### config.mk
export PLATFORM = sky130hd
export DESIGN_NAME = seg7_scan
export DESIGN_NICKNAME = d
export VERILOG_FILES = /design/src/rtl/seg7_scan.sv
export SDC_FILE = /design/constraint.sdc
export NUM_CORES = 1
export LEC_CHECK = 0
export BUFFER_PORTS_ARGS = -buffer_cell sky130_fd_sc_hd__buf_2
export CAP_MARGIN = 15
export CORE_MARGIN = 5
export CORE_UTILIZATION = 38
export DETAILED_ROUTE_END_ITERATION = 7
export SLEW_MARGIN = 20
export SYNTH_ARGS = -nofsm -noshare
export SYNTH_HDL_FRONTEND = slang
export SYNTH_SLANG_ARGS = --single-unit
### constraint.sdc
create_clock -name clk -period 2.75 [get_ports clk]
set_clock_uncertainty 0.2 [all_clocks]
set_input_delay 0.4125 -clock clk [delete_from_list [all_inputs] [get_ports clk]]
set_output_delay 0.4125 -clock clk [all_outputs]
set_load 0.005 [all_outputs]
### src/rtl/seg7_scan.sv
// Eight-digit multiplexed 7-segment driver: hex decode, guarded anode scan and
// frame-synchronous double-buffered display data.
module seg7_scan #(
    parameter int unsigned CLK_HZ  = 100_000_000,
    parameter int unsigned SCAN_HZ = 1_000,
    parameter int unsigned GUARD   = 16
) (
    input  logic        clk,
    input  logic        rst,
    input  logic        enable,
    input  logic        load,
    input  logic [31:0] data,
    input  logic [7:0]  dp_mask,
    input  logic [7:0]  blank_mask,
    input  logic        lz_en,
    output logic [7:0]  an,
    output logic [6:0]  seg,
    output logic        dp,
    output logic        frame_done
);

    localparam int unsigned DIV = CLK_HZ / SCAN_HZ;
    localparam int unsigned CW  = (DIV > 1) ? $clog2(DIV) : 1;
    localparam logic [CW-1:0] CNT_LAST  = CW'(DIV - 1);
    localparam logic [CW-1:0] GUARD_END = CW'(GUARD);

    typedef enum logic {
        OFF,
        SCAN
    } state_t;

    typedef struct packed {
        logic [31:0] digits;
        logic [7:0]  dots;
        logic [7:0]  dark;
    } frame_t;

    state_t        state;
    logic [CW-1:0] cnt;
    logic [2:0]    idx;
    frame_t        disp;
    frame_t        pend;
    frame_t        live;
    logic          pend_flag;

    logic          running;
    logic          frame_end;
    logic          lit;
    logic          zero_run;
    logic [7:0]    lz_dark;
    logic [3:0]    nibble;
    logic          digit_dark;
    logic [6:0]    glyph;

    function automatic logic [6:0] hex_glyph(input logic [3:0] h);
        logic [6:0] g;
        case (h)
            4'h0: g = 7'b1000000;
            4'h1: g = 7'b1111001;
            4'h2: g = 7'b0100100;
            4'h3: g = 7'b0110000;
            4'h4: g = 7'b0011001;
            4'h5: g = 7'b0010010;
            4'h6: g = 7'b0000010;
            4'h7: g = 7'b1111000;
            4'h8: g = 7'b0000000;
            4'h9: g = 7'b0010000;
            4'hA: g = 7'b0001000;
            4'hB: g = 7'b0000011;
            4'hC: g = 7'b1000110;
            4'hD: g = 7'b0100001;
            4'hE: g = 7'b0000110;
            default: g = 7'b0001110;
        endcase
        return g;
    endfunction

    always_comb begin
        live.digits = data;
        live.dots   = dp_mask;
        live.dark   = blank_mask;
        running     = (state == SCAN) && enable;
        frame_end   = running && (cnt == CNT_LAST) && (idx == 3'd7);
        lit         = running && (cnt >= GUARD_END);
    end

    // A digit is a leading zero when it and every higher nibble are zero.
    always_comb begin
        lz_dark  = '0;
        zero_run = 1'b1;
        for (int unsigned i = 7; i >= 1; i--) begin
            zero_run   = zero_run && (disp.digits[4*i +: 4] == 4'h0);
            lz_dark[i] = zero_run;
        end
    end

    always_comb begin
        nibble     = disp.digits[{idx, 2'b00} +: 4];
        digit_dark = disp.dark[idx] || (lz_en && lz_dark[idx]);
        glyph      = digit_dark ? 7'h7F : hex_glyph(nibble);
    end

    always_ff @(posedge clk or negedge rst) begin
        if (!rst) begin
            state      <= OFF;
            cnt        <= '0;
            idx        <= '0;
            disp       <= '0;
            pend       <= '0;
            pend_flag  <= 1'b0;
            an         <= '1;
            seg        <= '1;
            dp         <= 1'b1;
            frame_done <= 1'b0;
        end else begin
            case (state)
                OFF: begin
                    cnt <= '0;
                    idx <= '0;
                    if (enable) state <= SCAN;
                end
                SCAN: begin
                    if (!enable) begin
                        state <= OFF;
                        cnt   <= '0;
                        idx   <= '0;
                    end else if (cnt == CNT_LAST) begin
                        cnt <= '0;
                        idx <= idx + 3'd1;
                    end else begin
                        cnt <= cnt + 1'b1;
                    end
                end
                default: state <= OFF;
            endcase

            // A load coinciding with the frame boundary bypasses the pending buffer.
            if (frame_end) begin
                pend_flag <= 1'b0;
                if (load) begin
                    disp <= live;
                end else if (pend_flag) begin
                    disp <= pend;
                end
            end else if (load) begin
                pend      <= live;
                pend_flag <= 1'b1;
            end

            frame_done <= frame_end;

            if (lit) begin
                an  <= ~(8'd1 << idx);
                seg <= glyph;
                dp  <= ~disp.dots[idx];
            end else begin
                an  <= '1;
                seg <= '1;
                dp  <= 1'b1;
            end
        end
    end

endmodule

==> impl_metrics.ini, run 1 <==
[status]
outcome = completed

[min_path]
hold_end = pend[28]
holdCritStartpoint = data[12]
hold_path_depth = 2
min_path_type = in2reg

[sta]
fin_crit_sh = 0.960
finalCriticalPeriod_ns = 2.64
tns_ns = 0
timing.final.hold_violations = 0
setup_viol = 0
slew_headroom = 0.567
worst_pin_slew_ns = 0.643
rsz0062_at_grt = false
max_freq_mhz = 379
drv_slew = 0
worst_slack_ns = 0.109

[final_layout]
drive_gt1_frac = 0.322
area_growth_pct = 19.9
fin_util = 0.467
final_nets = 678
n_antenna_cell = 0

[placement]
post-place-ws_ns = 0.0870
port-buffer-count = 69
gp_congestion = 0.783
dp_hpwl_um = 9870

[routing]
final_antenna_net_count = 0
via_count = 4227
drt_iter0_markers = 268
firstDrtPassIters = 5
via_per_inst = 5.01
post_drt_wl_per_cell_um = 16.1
routed_wl_um = 13600
drc = 0

[yosys]
yosys_warnings = 0
synthFlopType = dfrtp_1
synth_edf_count = 0
yosys.area.top_type = dfrtp_1
syn_inst = 535
synth-async-reset-ratio = 1.00
syn_area_um2 = 6480
synth_top_area_share = 0.459
yosys-top-cells-count = dfrtp_1, nor2_1, mux2i_1
synth_most_common_cell = dfrtp_1
synthDistinctLibCells = 44
syn_nets = 602
synth-seq-area-share = 0.524
avgSynthCellArea_um2 = 12.1
ys_seq_elements = 135
synth.area.top_cells = dfrtp_1, mux2i_1, dfstp_2, mux2_2, mux2_4

[clock_tree]
cts_setup_buffers = 0
cts_made_buffers = 17
clk_latency_ns = 0.42
clockBufferDepth = 2
clk_pin_slew_ns = 0.06
root_buffer = clkbuf_16
cts_tree = built
htree_levels = 4
cts.sinks = 135

[worst_setup_path]
cp.required_ns = 2.84
cp-start-kind = flop
rr_endpoint = pend[26]
cp.arrival_ns = 2.74
end_kind = flop
r2r_slack_ns = 0.11
cp_max_fo = 17
regToRegStartpoint = cnt[12]
r2r_cells = 6
path_class = reg2reg

[global_routing]
antenna_found_initial = 0
grt_usage = 0.146
first_global_vias = 4489
grt_max_degree = 97
grt_pass1_wl_um = 22800
grt_remaining_overflow = 0

[power]
powerDensity_nw_per_um2 = 625
power.share.sequential = 0.432
netSwitchingPower_w = 0.000987
intPower_w = 0.00388
power_frac_comb = 0.065
switching_share = 0.203
pwr-share-clk = 0.503
power_leakage_nw = 3.58
peakVddDrop_uv = 379

[floorplanning]
rows = 47
die_w_um = 141
coreArea_um2 = 16600
boundaryPins = 70
dieHeight_um = 141
initial_utilization = 0.390
die_area_um2 = 19800

[job]
cap_violations = 0
## timing repair
| item | 4_1_cts | 5_1_grt |
|---|---|---|
| endpoints found under the setup margin | 0 | 49 |
| hold buffers | 2 | 0 |
| resized for setup | 0 | 1 |
| endpoints found under the hold margin | 26 | 0 |
## how the worst max path moves through the flow
stage,startpoint,to,cells past startpoint
floorplan,idx[0],seg[3],9
global placement,cnt[11],pend[35],6
detailed placement,idx[0],disp[27],7
CTS,idx[0],disp[15],7
global route,cnt[12],pend[7],6
finish,cnt[12],pend[26],6
## area by class of cell
| type | instances | area [µm²] |
|---|---|---|
| flip-flops and latches | 135 | 3400 |
| fillers | 1520 | 8870 |
| multi-input cells | 360 | 2870 |
| well taps | 220 | 275 |
| clock inverters | 10 | 178 |
| clock buffers | 22 | 464 |
| repair buffers | 87 | 551 |
| inverters | 10 | 37.5 |
## cells by family after synthesis
| kind of cell | share of synthesized area |
|---|---|
| and+or+nand+nor | 0.104 |
| DFF | 0.524 |
| muxes | 0.232 |
| AOI/OAI and AO/OA | 0.0554 |
| buffers and inverters | 0.0355 |
| xor gates and xnor gates | 0.0216 |
| adders and majority gates | 0.0270 |
## layout by cell type (no fill, tap or decap), types with 12 or more instances in the layout
cell         n
clkbuf_16   17
nor2_1      73
mux4_2      12
mux2_2      30
ha_1        14
nand2_1     20
a21oi_1     50
dfrtp_1    118
dfstp_2     16
mux2i_1     56
nand3_1     22
buf_2       68
mux2_4      20
buf_4       12
## flip-flops by register name, summed over array words and instances (netlist names)
name and cells:
state 1, frame_done 1, pend 48, dp 1, pend_flag 1, cnt 17, idx 3, disp 48
seg 7, an 8
## layer usage
metal	part of all wire	track usage
met1	0.46	0.189
met5	0	0
met2	0.48	0.230
met3	0.042	0.0454
met4	0.020	0.0561
## power by group through the flow
stage          sequential [W]  combinational, W  clock [W]
4_1_cts               0.00210          0.000324    0.00251
3_5_place_dp          0.00213          0.000321          0
5_1_grt               0.00211          0.000351    0.00260
3_3_place_gp          0.00213          0.000313          0
2_1_floorplan         0.00212          0.000191          0
6_report              0.00210          0.000315    0.00245
## per-stage QoR
stage / instance area, µm² / std cells / total power (W) / hold WS, ns
2_1_floorplan: 6480 / 535 / 0.00231 / -0.0831
3_3_place_gp: 7110 / 810 / 0.00244 / 0.204
3_5_place_dp: 7110 / 810 / 0.00245 / 0.212
4_1_cts: 7770 / 844 / 0.00493 / 0.0213
5_1_grt: 7770 / 844 / 0.00506 / 0.0204
6_report: 7770 / 844 / 0.00486 / 0.0421
## critical path: stages, from the launching register on
cell	delay, ns
dfrtp_1	0.42
or4_4	0.55
nor4_4	0.34
nand2_4	0.14
o21ai_4	0.27
buf_12	0.21
mux2_2	0.36
No activity file was read; power rests on OpenSTA's default activity.
==> run 2, diff against run 1 <==
Settings changed: ABC_AREA set to 1, CTS_CLUSTER_DIAMETER set to 150.
==> run 2 against run 1 <==
Flip-flop and latch count unchanged. Non-clock buffer count rose by 3. Final area rose by 5.8%. Routed wire length grew 20%. Worst hold slack lost 0.017 ns. Cell count rose by 39%. Die area rose by 6.9%. Critical path type unchanged.
==> impl_metrics.ini, run 2 <==
[global_routing]
grt_remaining_overflow = 0
antenna_found_initial = 0
grt_usage = 0.161
grt_pass1_wl_um = 28100
first_global_vias = 5776
grt_max_degree = 66

[yosys]
synth-async-reset-ratio = 1.00
syn_inst = 866
syn_area_um2 = 6960
yosys.area.top_type = dfrtp_1
synth-seq-area-share = 0.488
synth_most_common_cell = nand2_1
syn_nets = 933
synth_edf_count = 0
ys_seq_elements = 135
synthFlopType = dfrtp_1
avgSynthCellArea_um2 = 8.04
synth_top_area_share = 0.428
synthDistinctLibCells = 27
yosys_warnings = 0
synth.area.top_cells = dfrtp_1, nand2_1, nand3_1, mux2_2, dfstp_2
yosys-top-cells-count = nand2_1, nand3_1, dfrtp_1

[floorplanning]
coreArea_um2 = 18000
rows = 49
die_area_um2 = 21100
die_w_um = 145
boundaryPins = 70
dieHeight_um = 145
initial_utilization = 0.386

[routing]
drt_iter0_markers = 326
routed_wl_um = 16300
via_per_inst = 4.83
firstDrtPassIters = 4
post_drt_wl_per_cell_um = 13.9
final_antenna_net_count = 0
drc = 0
via_count = 5662

[worst_setup_path]
path_class = reg2reg
end_kind = flop
cp_max_fo = 13
critPathMostFrequentCell = nand2_1
cp.required_ns = 2.89
cp.arrival_ns = 2.37
critPathMaxStageDelay_ns = 0.42
cp-start-kind = flop
cpMaxStageDelayCell = dfrtp_1
worstPathCellList = inv_1 > nor2_1 > nand2_1 > nand3_1 > nand2_1 > inv_1 > ha_1 > nand3_1 > nand2_1 > nand2_1 > nand3_1

[sta]
fin_crit_sh = 0.812
setup_viol = 0
hold_slack_ns = 0.0247
worst_pin_slew_ns = 0.548
finalCriticalPeriod_ns = 2.23
worst_slack_ns = 0.517
drv_slew = 0
slew_headroom = 0.635
timing.final.hold_violations = 0
rsz0062_at_grt = false
tns_ns = 0
max_freq_mhz = 448

[clock_tree]
clk_pin_slew_ns = 0.06
clockBufferDepth = 2
htree_levels = 4
cts_setup_buffers = 0
cts_hold_buf = 2
root_buffer = clkbuf_16
clk_latency_ns = 0.43
cts_made_buffers = 17
cts_tree = built
post_cts_resized = 0
cts.sinks = 135

[final_layout]
fin_cells = 1172
layout_common_cells = nand2_1, nand3_1, dfrtp_1
post-route-cell-area_um2 = 8220
n_antenna_cell = 0
drive_gt1_frac = 0.203
final_nets = 997
top_regs = disp (48), pend (48), cnt (17)
area_growth_pct = 18.1
mostFrequentLayoutCell = nand2_1

[status]
outcome = completed

[placement]
dp_hpwl_um = 10900
gp_congestion = 0.873
port-buffer-count = 69
post-place-ws_ns = 0.543
placed_area_um2 = 7560
dp_cells = 1138

[power]
power_leakage_nw = 4.18
powerDensity_nw_per_um2 = 593
peakVddDrop_uv = 409

[min_path]
min_path_type = in2reg

[job]
cap_violations = 0
## run 2: cell count changes in the layout (fill, tap and decap cells not counted), moves of 10 or more
cell     before  now
nand2_1      20  315
inv_1         9   56
mux2_2       30   48
o21ai_0       2   12
a21oi_1      50    8
mux4_2       12    0
nor2_1       73   58
mux2_4       20    0
nand3_1      22  148
mux2i_1      56    0
## run 2: cell type report
cell class	instances	area, µm²
Clock inverter	12	189
Clock buffer	20	457
Sequential cell	135	3400
Tap cell	229	287
Timing Repair Buffer	90	554
Multi-Input combinational cell	626	3110
Fill cell	1813	9800
Inverter	60	225
## run 2: logic make-up (layout without fill, tap and decap cells)
family,Yosys count,after routing,synth area share
flops,135,135,0.488
xor+xnor,3,3,0.00377
simple gates,534,534,0.319
buf+inv,105,182,0.0650
compound gates,27,27,0.0212
fa+ha+maj,14,14,0.0252
mux,48,48,0.0776
## run 2: worst max-delay path, delay by kind of cell, from the launching register on
kind                       cells  cell delay (ns)
buffers and inverters          2             0.46
DFF                            1             0.42
adders and majority gates      1             0.23
and+or+nand+nor                8             0.84
## run 2: path summary, 6_finish.rpt
path | from | end | slack, ns | depth (start not counted)
max reg2reg | idx[1] | seg[3] | 0.52 | 11
min | data[8] | pend[24] | 0.02 | 3
max in group asynchronous | rst | seg[3] | 1.29 | 3
max | idx[1] | seg[3] | 0.52 | 11
min reg2reg | pend[31] | pend[31] | 0.27 | 2
min in group asynchronous | rst | cnt[12] | 0.23 | 2
## run 2: power by group
part / internal (W) / switching (W) / total, W
logic: 0.000136 / 0.000163 / 0.000299
clock network: 0.00158 / 0.000917 / 0.00250
registers: 0.00205 / 0.0000310 / 0.00208
total: 0.00377 / 0.00111 / 0.00488
## run 2: through the flow
step           total power (W)  utilization
6_report               0.00488        0.456
5_1_grt                0.00506        0.456
4_1_cts                0.00494        0.456
3_5_place_dp           0.00242        0.419
3_3_place_gp           0.00242        0.419
2_1_floorplan          0.00228            -
## run 2: routing by layer
layer  part of all wire  track usage
met5                  0            0
met4              0.017       0.0602
met3              0.042       0.0386
met2               0.45        0.246
met1               0.50        0.222
